`config.mk`:
```
export PLATFORM = sky130hd
export DESIGN_NAME = led_matrix_streamer
export DESIGN_NICKNAME = d
export VERILOG_FILES = /design/src/rtl/led_matrix_streamer.sv
export SDC_FILE = /design/constraint.sdc
export NUM_CORES = 1
export LEC_CHECK = 0
export ABC_CLOCK_PERIOD_IN_PS = 49400
export CAP_MARGIN = 10
export CORE_AREA = 2 2 381 383
export CTS_BUF_LIST = sky130_fd_sc_hd__clkbuf_2
export DETAILED_ROUTE_END_ITERATION = 10
export DIE_AREA = 0 0 383 385
export MAX_ROUTING_LAYER = met4
export PLACE_DENSITY = 0.49
export RECOVER_POWER = 50
export SLEW_MARGIN = 15
export SYNTH_ARGS = -nofsm -noshare
export SYNTH_HDL_FRONTEND = slang
export SYNTH_SLANG_ARGS = --single-unit
```
`constraint.sdc`:
```
create_clock -name clk -period 49.4 [get_ports clk]
set_input_delay 14.82 -clock clk [delete_from_list [all_inputs] [get_ports clk]]
set_output_delay 14.82 -clock clk [all_outputs]
set_load 0.01 [all_outputs]
```
`src/rtl/led_matrix_streamer.sv`:
```
// led_matrix_streamer: snapshots a ROWS x COLS RGB332 frame and serialises it
// to a WS2812-style single-wire LED chain as 24-bit GRB words (MSB first),
// followed by a low latch gap. Outputs are registered from the FSM state,
// so every output trails its state by one clock, consistently.
module led_matrix_streamer #(
   parameter int ROWS         = 12,
   parameter int COLS         = 10,
   parameter int T0H_CYC      = 20,
   parameter int T1H_CYC      = 40,
   parameter int BIT_CYC      = 63,
   parameter int LATCH_CYC    = 15000,
   parameter int SERPENTINE   = 1,
   parameter int BRIGHT_SHIFT = 0
) (
   input  logic              clk,
   input  logic              rst_n,
   input  logic              enable,
   input  logic [0:8*COLS-1] colorValues [0:ROWS-1],
   output logic              led_dout,
   output logic              busy,
   output logic              frame_done
);

   localparam int ROW_W = (ROWS > 1) ? $clog2(ROWS) : 1;
   localparam int COL_W = (COLS > 1) ? $clog2(COLS) : 1;
   localparam int CYC_W = (BIT_CYC > 1) ? $clog2(BIT_CYC) : 1;
   localparam int LAT_W = (LATCH_CYC > 1) ? $clog2(LATCH_CYC) : 1;

   typedef enum logic [2:0] {
      ST_IDLE     = 3'd0,
      ST_SNAPSHOT = 3'd1,
      ST_LOAD     = 3'd2,
      ST_SEND     = 3'd3,
      ST_LATCH    = 3'd4
   } state_t;

   state_t            state_r, state_s;
   logic [ROW_W-1:0]  row_r, row_s;
   logic [COL_W-1:0]  k_r, k_s;
   logic [4:0]        bit_idx_r, bit_idx_s;
   logic [CYC_W-1:0]  cyc_r, cyc_s;
   logic [LAT_W-1:0]  lat_r, lat_s;
   logic [23:0]       shift_r, shift_s;
   logic [0:8*COLS-1] frame_buf_r [0:ROWS-1];

   logic [COL_W-1:0]  col_s;
   logic [7:0]        pix_s;
   logic              last_pix_s;
   logic [CYC_W-1:0]  high_lim_s;
   logic              dout_s;
   logic              busy_s;
   logic              done_s;

   // RGB332 -> 24-bit GRB with bit replication, then brightness scaling
   function automatic logic [23:0] expand_pixel(input logic [7:0] p);
      logic [7:0] r8;
      logic [7:0] g8;
      logic [7:0] b8;
      r8 = {p[7:5], p[7:5], p[7:6]} >> BRIGHT_SHIFT;
      g8 = {p[4:2], p[4:2], p[4:3]} >> BRIGHT_SHIFT;
      b8 = {p[1:0], p[1:0], p[1:0], p[1:0]} >> BRIGHT_SHIFT;
      return {g8, r8, b8};
   endfunction

   // select byte 'col' from one buffered row; bit 8*c of the row is the byte MSB
   function automatic logic [7:0] fetch_pixel(input logic [0:8*COLS-1] row_bits,
                                               input logic [COL_W-1:0]  col);
      logic [7:0] p;
      p = 8'h00;
      for (int c = 0; c < COLS; c++) begin
         if (col == COL_W'(c)) begin
            p = row_bits[8*c +: 8];
         end
      end
      return p;
   endfunction

   // pixel addressing: serpentine wiring reverses odd rows
   always_comb begin
      col_s      = k_r;
      if ((SERPENTINE != 0) && row_r[0]) begin
         col_s = COL_W'(COLS - 1) - k_r;
      end else begin
         col_s = k_r;
      end
      pix_s      = fetch_pixel(frame_buf_r[row_r], col_s);
      last_pix_s = (row_r == ROW_W'(ROWS - 1)) && (k_r == COL_W'(COLS - 1));
   end

   // next-state and counter logic for the streaming FSM
   always_comb begin
      state_s   = state_r;
      row_s     = row_r;
      k_s       = k_r;
      bit_idx_s = bit_idx_r;
      cyc_s     = cyc_r;
      lat_s     = lat_r;
      shift_s   = shift_r;
      case (state_r)
         ST_IDLE: begin
            if (enable) begin
               state_s = ST_SNAPSHOT;
            end else begin
               state_s = ST_IDLE;
            end
         end
         ST_SNAPSHOT: begin
            row_s   = '0;
            k_s     = '0;
            state_s = ST_LOAD;
         end
         ST_LOAD: begin
            shift_s   = expand_pixel(pix_s);
            bit_idx_s = 5'd0;
            cyc_s     = '0;
            state_s   = ST_SEND;
         end
         ST_SEND: begin
            if (cyc_r == CYC_W'(BIT_CYC - 1)) begin
               cyc_s   = '0;
               shift_s = {shift_r[22:0], 1'b0};
               if (bit_idx_r == 5'd23) begin
                  if (last_pix_s) begin
                     lat_s   = '0;
                     state_s = ST_LATCH;
                  end else begin
                     state_s = ST_LOAD;
                     if (k_r == COL_W'(COLS - 1)) begin
                        k_s   = '0;
                        row_s = row_r + ROW_W'(1);
                     end else begin
                        k_s = k_r + COL_W'(1);
                     end
                  end
               end else begin
                  bit_idx_s = bit_idx_r + 5'd1;
               end
            end else begin
               cyc_s = cyc_r + CYC_W'(1);
            end
         end
         ST_LATCH: begin
            if (lat_r == LAT_W'(LATCH_CYC - 1)) begin
               lat_s = '0;
               if (enable) begin
                  state_s = ST_SNAPSHOT;
               end else begin
                  state_s = ST_IDLE;
               end
            end else begin
               lat_s = lat_r + LAT_W'(1);
            end
         end
         default: begin
            state_s = ST_IDLE;
         end
      endcase
   end

   // output decode from the current state, registered below
   always_comb begin
      if (shift_r[23]) begin
         high_lim_s = CYC_W'(T1H_CYC);
      end else begin
         high_lim_s = CYC_W'(T0H_CYC);
      end
      dout_s = (state_r == ST_SEND) && (cyc_r < high_lim_s);
      busy_s = (state_r != ST_IDLE);
      done_s = (state_r == ST_LATCH) && (lat_r == LAT_W'(LATCH_CYC - 1));
   end

   // FSM state and counter registers
   always_ff @(posedge clk) begin
      if (!rst_n) begin
         state_r   <= ST_IDLE;
         row_r     <= '0;
         k_r       <= '0;
         bit_idx_r <= 5'd0;
         cyc_r     <= '0;
         lat_r     <= '0;
         shift_r   <= 24'h000000;
      end else begin
         state_r   <= state_s;
         row_r     <= row_s;
         k_r       <= k_s;
         bit_idx_r <= bit_idx_s;
         cyc_r     <= cyc_s;
         lat_r     <= lat_s;
         shift_r   <= shift_s;
      end
   end

   // frame snapshot so later input changes cannot tear the frame in flight
   always_ff @(posedge clk) begin
      if (state_r == ST_SNAPSHOT) begin
         frame_buf_r <= colorValues;
      end
   end

   // registered outputs; nothing reaches the pin combinationally
   always_ff @(posedge clk) begin
      if (!rst_n) begin
         led_dout   <= 1'b0;
         busy       <= 1'b0;
         frame_done <= 1'b0;
      end else begin
         led_dout   <= dout_s;
         busy       <= busy_s;
         frame_done <= done_s;
      end
   end

endmodule
```
# [Yosys cells after proc, flatten, opt, wreduce, memory -nomap -nowiden]
# Index checks and enable logic that the tools add are counted.
[word_totals] regBits=1023 out_inout_bits=3
[classes] order_cmp=2 muxes=43 reduce_logical=15 n_eq_ne=25 n_addsub=6 bitwise=1
[op_table] operator="$bmux 80 s4" n=1
[op_table] operator="$mux 80" n=2
[op_table] operator="$mux 8" n=10
[op_table] operator="$mux 14" n=4
[op_table] operator="$pmux 24 s2" n=1
[op_table] operator="$mux 4" n=9
[op_table] operator="$pmux 14 s2" n=1
[op_table] operator="$mux 24" n=1
[op_table] operator="$eq 4x3->1 const B" n=4
[op_table] operator="$eq 4x4->1 const B" n=4
[op_table] operator="$pmux 4 s2" n=2
[op_table] operator="$pmux 3 s5" n=1
[op_table] operator="$add 14x1->14 const B" n=1
[op_table] operator="$eq 14x14->1 const B" n=1
[op_table] operator="$ne 2x2->1 const B" n=7
[op_table] operator="$mux 3" n=4
[op_table] operator="$mux 6" n=2
[op_table] operator="$pmux 6 s2" n=1
[op_table] operator="$mux 5" n=2
[op_table] operator="$pmux 5 s2" n=1
[op_table] operator="$add 4x1->4 const B" n=2
[op_table] operator="$eq 4x2->1 const B" n=2
[op_table] operator="$reduce_and 4->1" n=2
[op_table] operator="$add 6x1->6 const B" n=1
[op_table] operator="20 further kinds" n=26

# [Depth between registers and ports, before layout]
# Gate-level depths: netlist of the first run.
[depth] depth_word=15 mapped_depth=13

# [Worst setup path after synthesis of the first run]
# Ideal clock, no wire load.
[synth_path] path_type="reg-to-reg" startpoint="register state_r[0]" endpoint="register frame_buf_r[0] (netlist name), enable pin" setup_slack_ps=6824 t_required_ps=47089 t_arrival_ps=40266 path_stages_with_launch=4 synth_period_minus_slack_ps=42576 setup_time_ps=2311 path_cell_list="dfxtp_1 clkbuf_1 nand2b_1 nor2_1"
[synth_via] elab_chain_cells=1
[synth_rtl] element="start: declaration" line_no="37" rtl="state_t state_r, state_s;"
[synth_rtl] element="start signal: assignment" line_no="183" rtl="state_r <= state_s;"
[synth_rtl] element="$eq 3x1->1" line_no="195" rtl="if (state_r == ST_SNAPSHOT) begin"
[synth_rtl] element="end signal: assignment" line_no="196" rtl="frame_buf_r <= colorValues;"
[synth_rtl] element="end: declaration" line_no="44" rtl="logic [0:8*COLS-1] frame_buf_r [0:ROWS-1];"
# No other way between the ends.
# A chain may end at the register's enable or synchronous reset.

# [Worst setup path after layout of the first run]
[layout_path] startpoint="register state_r[0]" endpoint="register frame_buf_r[929] (netlist name), enable pin"
# Same word-level chain as after synthesis.

==> implementation parameters, run 1 <==
Parameter                              Value

Worst setup path
  CP Launch Point ... state_r[0]
  CP arrival ... 20.73 ns
  Highest net fanout along the worst path ... 186
  CP required ... 50.39 ns
  Crit Reg-Reg Startpoint ... state_r[0]
  Sort of element at the start of the critical path ... flop
  Critical path type ... flop to flop
  CP Capture Type ... flop

Layout
  Area growth from synthesis to final layout ... 35.90%
  Total Nets Final ... 4219
  Filler instances ... 13410
  Ratio of cells with drive above 1 in the final layout ... 21.10%

Yosys
  Flip-flop and latch count after synthesis ... 1023
  Cell type with the highest aggregate area in the netlist ... edfxtp_1
  Proportion of netlist area held by the largest area contributor ... 71.96%
  Main area contributors after synthesis ... edfxtp_1 72%, mux4_2 12%, dfxtp_1 3.1%
  Most numerous cell types in the synthesized netlist ... 960 x edfxtp_1, 222 x mux4_2, 129 x nand2_1, 82 x a21oi_1, 71 x mux2i_1
  Sequential cell area fraction in the yosys report ... 75.11%
  Async set or reset register ratio after synthesis ... 0%
  Number of enable-type register cells in the synthesized netlist ... 960
  Syn_area_per_cell ... 19.52 sq um
  Post-Synthesis Cells ... 2052
  Synthesized net count ... 3026
  Count of cell types in the netlist ... 75
  Yosys Warn Count ... 0
  Cell area after synthesis ... 40060 sq um
  Most frequent cell after synthesis ... edfxtp_1
  Most instantiated flip-flop cell in the synthesis netlist ... edfxtp_1

Timing
  Achievable frequency ... 50.67 MHz
  Setup violators final ... 0
  Worst Max-Slew Pin Slew ... 10.10 ns
  Headroom to the max-slew limit ... -573.1%
  Setup skew after layout ... 0.1681 ns
  Post-route minimum period ... 19.73 ns
  RSZ-0062 raised after global routing ... false
  Max-slew violation count ... 985
  Fin crit share ... 39.95%
  Final sum of negative setup slack ... 0 ns
  Hold Vio Cnt, Final ... 0

Pwr
  Total Power ... 0.001880 W
  Power per cell area ... 34.53 nW/um^2
  Worst IR Drop VDD ... 17.17 uV
  P_leak ... 18.01 nW

CTS
  Quantity of gates resized following cts ... 0
  CTS sink cnt ... 1023
  Hold_buf cts ... 0
  H-tree lvl count ... 5
  Maximum buffer depth of the clock tree ... 4
  Library cell used as clock root buffer ... clkbuf_2
  CTS clk-pin slew, worst paths ... 0.08 ns
  TritonCTS clock tree ... done
  # Post-CTS Setup Buffers ... 0
  Clk_lat worst skew ... 1.62 ns
  Clock buffers created by TritonCTS ... 302

Job
  Max-cap violations ... 13

Run status
  Failing checks ... max-capacitance violations, max-slew violations
  Status ... finished, violations left

Routing
  Via count of the routed design ... 25140
  Vias/cell ... 4.646
  Drt drc ... 0
  Routed WL ... 152500 um
  Remaining antenna violation count ... 0
  DR iter-0 viols ... 1754
  1st-pass router iterations ... 5
  Avg WL per Cell ... 28.19 um

Die
  I/O pins ... 966
  Die height ... 385 um
  Die outline area ... 147500 sq um
  CORE AREA ... 143100 sq um
  Standard-cell rows ... 139
  Initial core utilization ... 27.99%
  Die outline width ... 383 um

Global routing
  First-pass GRT wire length ... 206900 um
  Number of global-route vias before repair ... 27380
  Largest net degree at the start of global routing ... 187
  Number of antenna violations at the first check in global routing ... 64
  Total global routing track utilization ... 20.91%
  Global-route congestion overflow total ... 0

Place
  Port bufs ... 965
  GP Congestion ... 0.8775
  Placed wire-length estimate after detailed placement ... 113700 um

Min path
  Startpoint of the most critical hold path ... shift_r[22]
  Path type of the worst min-delay path ... flop to flop
[path summary, 6_finish.rpt]
| kind | to | depth (start not counted) | slack, ns |
|---|---|---|---|
| setup reg to reg | frame_buf_r[929] | 7 | 29.67 |
| hold reg to reg | shift_r[23] | 2 | 0.47 |
| setup / recovery | frame_buf_r[929] | 7 | 29.67 |
| hold / removal | shift_r[23] | 2 | 0.47 |
[per-layer routing]
metal	up-vias	share of wire (%)	global-route usage [%]
met5	-	0	-
met4	0	2.3	6.985
met3	255	6.9	5.724
met2	1062	52	35.56
met1	12770	39	23.79
li1	11050	-	-
[placed cells by master (no fill, tap or decap), types with 7 or more instances in the layout]
master,Yosys,final
a211oi_1,8,8
a21oi_1,82,81
a22oi_1,21,20
a31oi_1,17,17
and3_1,13,13
buf_4,28,22
clkbuf_1,41,13
clkbuf_2,0,416
clkdlybuf4s50_1,0,932
clkinv_1,0,57
clkinv_2,0,19
dfxtp_1,63,58
diode_2,0,67
dlygate4sd3_1,0,33
edfxtp_1,960,960
ha_1,11,11
inv_1,10,10
mux2_2,10,10
mux2i_1,71,71
mux4_2,222,222
nand2_1,129,129
nand3_1,42,42
nand4_1,8,8
nor2_1,55,52
nor2b_1,12,11
nor3_1,18,18
o211ai_1,7,7
o21a_1,7,7
o21ai_0,55,54
o21ai_1,8,9
or3_1,7,7
xnor2_1,9,9
xor2_1,11,11
[report_power, final]
part	leakage (nW)	internal (W)	total [W]	switching, W
registers	9.41	0.00106	0.00108	0.0000237
logic	6.65	0.0000973	0.000189	0.0000922
clock network	1.95	0.000242	0.000608	0.000366
[sequential cells by signal, summed over array words and instances, names as in the netlist]
name         cells
bit_idx_r        5
led_dout         1
shift_r         24
frame_buf_r    960
lat_r           14
state_r          3
frame_done       1
row_r            4
cyc_r            6
k_r              4
busy             1
[cells by family (layout without fill, tap and decap cells)]
family                   after synthesis  count (layout)  synth area share (%)
flip-flops                          1023            1023                 75.11
AND/OR/NAND/NOR                      320             320                 3.842
multiplexers                         303             303                 14.54
AO/OA/AOI/OAI                        250             250                 3.948
buffers and inverters                125            1514                 1.783
XOR/XNOR                              20              20                0.4373
adder cells (fa/ha/maj)               11              11                0.3436
other                                  0              67                     0
[area by class of cell]
class | count | area (sq um) | share of cell area, %
sequential | 1023 | 30110 | 55.30
timing repair buffer | 1003 | 9933 | 18.25
multi-input combinational | 904 | 9301 | 17.09
tap | 1903 | 2381 | 4.374
clock buffer | 416 | 2082 | 3.824
clock inverter | 84 | 426.7 | 0.7837
antenna | 67 | 167.7 | 0.3080
inverter | 11 | 43.79 | 0.08044
[critical path: stages, from the launching register on]
cell and delay [ns]:
dfxtp_1 0.31, clkbuf_1 0.88, nand2b_1 0.24, nor2_1 1.98, clkbuf_1 7.14, clkbuf_1 2.76
clkbuf_1 2.53, clkbuf_1 3.15
[stage by stage]
stage | worst slack (ns) | std cells | cell area (sq um) | utilization (%) | hold WS (ns)
finish | 29.67 | 5411 | 54440 | 38.04 | 0.4673
global route | 27.74 | 5404 | 54420 | 38.02 | 0.4785
CTS | 31.70 | 5344 | 54340 | 37.97 | 0.4584
detailed placement | 32.59 | 4844 | 51830 | 36.21 | 0.4468
global placement | 32.68 | 4844 | 51830 | 36.21 | 0.4382
floorplan | 6.824 | 2052 | 40060 | - | 0.4268
Power figures use the tool's default switching activity.
==> inputs of run 2 (changes only) <==
Settings changed: ABC_CLOCK_PERIOD_IN_PS 49400 to 18700.
Clock period 49.4 ns to 18.7 ns, I/O delays scaled along.
==> run 2 against run 1 <==
Worst setup slack worse by 23 ns. Largest cell class unchanged. Core utilization increased by 0.057 points. Wire length increased by 2.1%. Clock skew decreased by 0.023 ns. Clock-buffer cell count grew 3. Global-route usage up 0.41 points. The flow still finishes with violations (max-capacitance violations, max-slew violations). Die area unchanged. Cell area rose by 0.15%. Hold slack worse by 0.0045 ns.
==> implementation parameters, run 2 (synthesis gave the netlist of run 1 again) <==
Parameter                              Value

Global routing
  Global-route congestion overflow total ... 0 (unchanged)
  Number of global-route vias before repair ... 27470 (+0.33%)
  Number of antenna violations at the first check in global routing ... 125 (+95%)
  First-pass GRT wire length ... 208900 um (+0.99%)
  Largest net degree at the start of global routing ... 196 (+4.8%)
  Total global routing track utilization ... 21.32% (+0.41 points)

Die
  CORE AREA ... 143100 sq um (unchanged)
  Die outline width ... 383 um (unchanged)
  Standard-cell rows ... 139 (unchanged)
  Die height ... 385 um (unchanged)
  I/O pins ... 966 (unchanged)
  Initial core utilization ... 27.99% (unchanged)
  Die outline area ... 147500 sq um (unchanged)

Routing
  1st-pass router iterations ... 6 (+1)
  DR iter-0 viols ... 1839 (+4.8%)
  Routed length on met3 ... 11620 um (+10%)
  Routed metal-1 wire length ... 59970 um (+1.6%)
  Via count of the routed design ... 25320 (+0.70%)
  Remaining antenna violation count ... 0 (unchanged)
  Avg WL per Cell ... 28.71 um (+1.9%)
  Drt drc ... 0 (unchanged)
  Vias/cell ... 4.669 (+0.50%)
  Uppermost metal layer occupied by signal nets ... met4
  Routed WL ... 155700 um (+2.1%)
  WL met2 ... 79600 um (+0.23%)

Worst setup path
  CP arrival ... 13.13 ns (-7.60 ns)
  Register-to-register path setup slack ... 6.73 ns (-22.93 ns)
  Critical path type ... flop to flop
  Path depth of the worst reg2reg path ... 7 (unchanged)
  Endpoint of the most critical register-to-register path ... frame_buf_r[135]
  Sort of element at the start of the critical path ... flop
  Highest net fanout along the worst path ... 169 (-9.1%)
  Crit Reg-Reg Startpoint ... state_r[0]
  CP Capture Type ... flop
  CP required ... 19.86 ns (-30.53 ns)

Layout
  Max FFs per register ... 960 (unchanged)
  Biggest register ... frame_buf_r
  Filler instances ... 13460 (+0.37%)
  Largest regs ... frame_buf_r x960, shift_r x24, lat_r x14
  Total Nets Final ... 4222 (+0.071%)
  Sequential cell area ... 30100 sq um (about the same)
  Commonest cells after routing, fill and taps aside ... 960 x edfxtp_1, 681 x clkdlybuf4s50_1, 419 x clkbuf_2
  Final instance count without filler cells ... 5422 (+0.20%)
  Area of the multi-input gates ... 9304 sq um (about the same)
  Area growth from synthesis to final layout ... 36.10%
  Ratio of cells with drive above 1 in the final layout ... 21.22% (+0.12 points)
  Leading cell type in the layout, fill and taps excluded ... edfxtp_1

CTS
  Clock buffers created by TritonCTS ... 303 (+0.33%)
  CTS clk-pin slew, worst paths ... 0.11 ns (+0.03 ns)
  Library cell used as clock root buffer ... clkbuf_2
  Clk_lat worst skew ... 1.66 ns (+0.04 ns)
  H-tree lvl count ... 5 (unchanged)
  Hold_buf cts ... 0 (unchanged)
  Maximum buffer depth of the clock tree ... 4 (unchanged)
  # Post-CTS Setup Buffers ... 0 (unchanged)
  TritonCTS clock tree ... done
  Quantity of gates resized following cts ... 0 (unchanged)
  CTS sink cnt ... 1023 (unchanged)

Place
  Port bufs ... 965 (unchanged)
  GP Congestion ... 0.8813 (+0.43%)
  Placed wire-length estimate after detailed placement ... 115800 um (+1.9%)
  Post-placement cell count ... 4846 (+0.041%)

Pwr
  P_leak ... 18.11 nW (+0.60%)
  Worst IR Drop VDD ... 43.77 uV (+150%)
  Power per cell area ... 91.01 nW/um^2 (+160%)

Min path
  Startpoint of the most critical hold path ... shift_r[6]
  End point of the most critical hold path ... shift_r[7]
  Path type of the worst min-delay path ... flop to flop
  Count of cells along the worst hold path ... 2 (unchanged)

Timing
  Fin crit share ... 64.01% (+24 points)
  Final sum of negative setup slack ... 0 ns (unchanged)
  Post-route minimum period ... 11.97 ns (-7.765 ns)
  Achievable frequency ... 83.55 MHz (+65%)
  Hold Vio Cnt, Final ... 0 (unchanged)
  RSZ-0062 raised after global routing ... false
  Setup skew after layout ... 0.1447 ns (-0.02338 ns)
  Max-slew violation count ... 515 (-48%)
  Worst Max-Slew Pin Slew ... 5.176 ns (-4.920 ns)
  Headroom to the max-slew limit ... -245.1% (+330 points)
  Setup violators final ... 0 (unchanged)

Job
  Max-cap violations ... 6 (-7)

Run status
  Status ... finished, violations left
  Failing checks ... max-capacitance violations, max-slew violations
## run 2: changes by cell type in the layout (fill, tap and decap cells not counted), sizes merged, moves of 8 or more
cell / change
clkdlybuf4s50: -251
diode: +12
buf: +8
dlygate4sd3: +251
clkinv: -9
## run 2: critical path: stages, from the launching register on
cell      delay [ns]
dfxtp_1         0.32
clkbuf_1        0.90
nand2b_1        0.24
nor2_1          1.00
clkbuf_1        3.66
clkbuf_1        3.59
buf_12          0.57
buf_4           0.99
## run 2: routing by layer
layer	global-route usage, %	vias up
met1	24.09	12710
met5	-	-
li1	-	11070
met4	7.684	0
met3	6.206	313
met2	35.90	1228
## run 2: cell type report
cell class	count	area share, %
clock inverter	78	0.7550
clock buffer	419	3.846
sequential	1023	55.21
antenna	79	0.3626
inverter	11	0.08032
multi-input combinational	904	17.06
tap	1903	4.367
timing repair buffer	1005	18.31
## run 2: where the power goes
group          internal, W  leakage (nW)  switching [W]
clock network     0.000653          1.96       0.000970
registers          0.00278          9.41      0.0000662
logic             0.000249          6.75       0.000245
total              0.00368          18.1        0.00128
## run 2: worst max path at each step
stage,startpoint,endpoint,slack (ns),cells after the start
after floorplan,state_r[0],frame_buf_r[0],3.35,3
after global placement,rst_n,shift_r[0],11.17,7
after detailed placement,rst_n,lat_r[10],11.17,4
after CTS,frame_done,frame_done,10.20,1
after global routing,state_r[0],frame_buf_r[159],5.70,7
final,state_r[0],frame_buf_r[135],6.73,7
## run 2: through the flow
| stage | utilization, % | hold WS (ns) | instance area (sq um) | total power, W | setup slack [ns] |
|---|---|---|---|---|---|
| 6_report | 38.09 | 0.4628 | 54520 | 0.004962 | 6.730 |
| 4_1_cts | 37.98 | 0.4609 | 54360 | 0.005055 | 10.20 |
| 3_3_place_gp | 36.22 | 0.4411 | 51850 | 0.003376 | 11.17 |
| 5_1_grt | 38.08 | 0.4935 | 54500 | 0.005212 | 5.696 |
| 3_5_place_dp | 36.22 | 0.4455 | 51850 | 0.003398 | 11.17 |
| 2_1_floorplan | - | 0.4268 | 40070 | 0.003162 | 3.346 |
==> inputs of run 3 (changes only) <==
Settings changed: ABC_CLOCK_PERIOD_IN_PS 18700 to 10300, PLACE_DENSITY 0.49 to 0.51.
Clock period 18.7 ns to 10.3 ns, I/O delays scaled along.
==> run 3 against run 2 <==
The flow still finishes with violations (max-capacitance violations, max-slew violations). Cell count up 0.35%. Largest cell class unchanged. Wire length down 3.2%. Die area did not move. Largest power group unchanged. First-iteration DRC count is 1.7% higher.
==> implementation parameters, run 3 (synthesis gave the netlist of run 1 again) <==
Parameter                              Value

Run status
  Status ... finished, violations left
  Failing checks ... max-capacitance violations, max-slew violations

Worst setup path
  Worst path bufs/invs ... 1 (-4)
  CP required ... 7.21 ns (-12.65 ns)
  Sort of element at the start of the critical path ... flop
  CP top delay family ... buffers and inverters
  Critical path type ... flop to output port
  Cell breakdown of the critical path ... clkdlybuf4s50_1
  Path depth of the worst reg2reg path ... 4 (-3)
  Critical-path top delay cell ... clkdlybuf4s50_1
  Highest net fanout along the worst path ... 1 (-99%)
  CP arrival ... 2.50 ns (-10.63 ns)
  CP Capture Type ... output port
  Stages on worst setup path ... 1 (-6)
  Crit path largest cell delay ... 0.64 ns (-3.02 ns)

Die
  Die outline width ... 383 um (unchanged)
  Standard-cell rows ... 139 (unchanged)
  CORE AREA ... 143100 sq um (unchanged)
  I/O pins ... 966 (unchanged)
  Die outline area ... 147500 sq um (unchanged)
  Initial core utilization ... 27.99% (unchanged)
  Die height ... 385 um (unchanged)

Timing
  Final sum of negative setup slack ... 0 ns (unchanged)
  Worst Max-Slew Pin Slew ... 3.653 ns (-1.523 ns)
  Setup violators final ... 0 (unchanged)
  Max-slew violation count ... 67 (-87%)
  RSZ-0062 raised after global routing ... false
  Headroom to the max-slew limit ... -143.6% (+100 points)
  Hold Vio Cnt, Final ... 0 (unchanged)
  Fin crit share ... 54.25%
  Final worst hold slack ... 0.4682 ns (+0.005329 ns)
  Post-route minimum period ... 5.587 ns
  Post-route worst setup slack ... 4.713 ns (-2.018 ns)
  Setup skew after layout ... 0.1452 ns (+0.0005430 ns)
  Achievable frequency ... 179.0 MHz

Routing
  Via count of the routed design ... 25320 (+0.0040%)
  Routed WL ... 150700 um (-3.2%)
  1st-pass router iterations ... 5 (-1)
  Vias/cell ... 4.653 (-0.35%)
  DR iter-0 viols ... 1871 (+1.7%)
  Remaining antenna violation count ... 0 (unchanged)
  Drt drc ... 0 (unchanged)
  Avg WL per Cell ... 27.70 um (-3.5%)

Global routing
  Global-route congestion overflow total ... 0 (unchanged)
  Number of antenna violations at the first check in global routing ... 254 (+100%)
  First-pass GRT wire length ... 200800 um (-3.9%)
  Largest net degree at the start of global routing ... 189 (-3.6%)
  Number of global-route vias before repair ... 25950 (-5.6%)
  Total global routing track utilization ... 20.59% (-0.73 points)

Layout
  Largest regs ... frame_buf_r x960, shift_r x24, lat_r x14
  Max FFs per register ... 960 (unchanged)
  Area growth from synthesis to final layout ... 36.10% (unchanged)
  Commonest cells after routing, fill and taps aside ... 960 x edfxtp_1, 960 x dlygate4sd3_1, 425 x clkbuf_2
  Biggest register ... frame_buf_r
  Ratio of cells with drive above 1 in the final layout ... 21.34% (+0.12 points)
  Utilization after layout ... 38.09% (unchanged)
  Total Nets Final ... 4209 (-0.31%)
  Filler instances ... 13530 (+0.50%)

CTS
  Clock buffers created by TritonCTS ... 298 (-1.7%)
  H-tree lvl count ... 5 (unchanged)
  CTS sink cnt ... 1023 (unchanged)
  # Post-CTS Setup Buffers ... 0 (unchanged)
  Hold_buf cts ... 0 (unchanged)
  CTS clk-pin slew, worst paths ... 0.10 ns (about the same)
  Library cell used as clock root buffer ... clkbuf_2
  Quantity of gates resized following cts ... 0 (unchanged)
  TritonCTS clock tree ... done
  Maximum buffer depth of the clock tree ... 4 (unchanged)
  Clk_lat worst skew ... 1.51 ns (-0.15 ns)

Pwr
  P_leak ... 18.24 nW (+0.67%)
  Power per cell area ... 162.7 nW/um^2 (+79%)
  Worst IR Drop VDD ... 112.4 uV (+160%)

Min path
  Path type of the worst min-delay path ... flop to flop
  Count of cells along the worst hold path ... 2 (unchanged)

Place
  Pre-CTS setup slack ... 5.330 ns (-5.844 ns)
  Placed wire-length estimate after detailed placement ... 112300 um (-3.0%)
  Port bufs ... 965 (unchanged)
  GP Congestion ... 0.8457 (-4.0%)

Job
  Max-cap violations ... 1 (-5)
==> run 3: through the flow <==
| step | cell area, sq um | power (W) | cells |
|---|---|---|---|
| final | 54520 | 0.008870 | 5441 |
| after global routing | 54490 | 0.009312 | 5428 |
| after CTS | 54230 | 0.009122 | 5315 |
| after detailed placement | 51820 | 0.006167 | 4838 |
| after global placement | 51820 | 0.006157 | 4838 |
| after floorplan | 40090 | 0.005741 | 2052 |
==> run 3: final cells by class <==
type | count | area, sq um | area share [%]
Timing Repair Buffer | 997 | 9967 | 18.28
Clock buffer | 425 | 2127 | 3.901
Sequential cell | 1023 | 30110 | 55.22
Inverter | 11 | 43.79 | 0.08032
Antenna cell | 126 | 315.3 | 0.5783
Clock inverter | 52 | 280.3 | 0.5140
Tap cell | 1903 | 2381 | 4.367
Multi-Input combinational cell | 904 | 9303 | 17.06
==> run 3: final timing paths <==
path | startpoint | endpoint | slack (ns)
max reg2reg | state_r[0] | frame_buf_r[15] | 4.74
min | shift_r[6] | shift_r[7] | 0.47
min reg2reg | shift_r[6] | shift_r[7] | 0.47
max | busy | busy | 4.71
==> run 3: power breakdown <==
group | internal, W | total [W] | leakage [nW] | switching, W
clock network | 0.00116 | 0.00289 | 1.91 | 0.00173
registers | 0.00501 | 0.00512 | 9.41 | 0.000108
logic | 0.000404 | 0.000862 | 6.92 | 0.000458
==> run 3: routing by layer <==
metal | GRT usage [%] | part of all wire (%)
met1 | 23.64 | 39
met5 | - | 0
met2 | 34.08 | 50
met3 | 6.386 | 7.6
met4 | 7.050 | 3.4
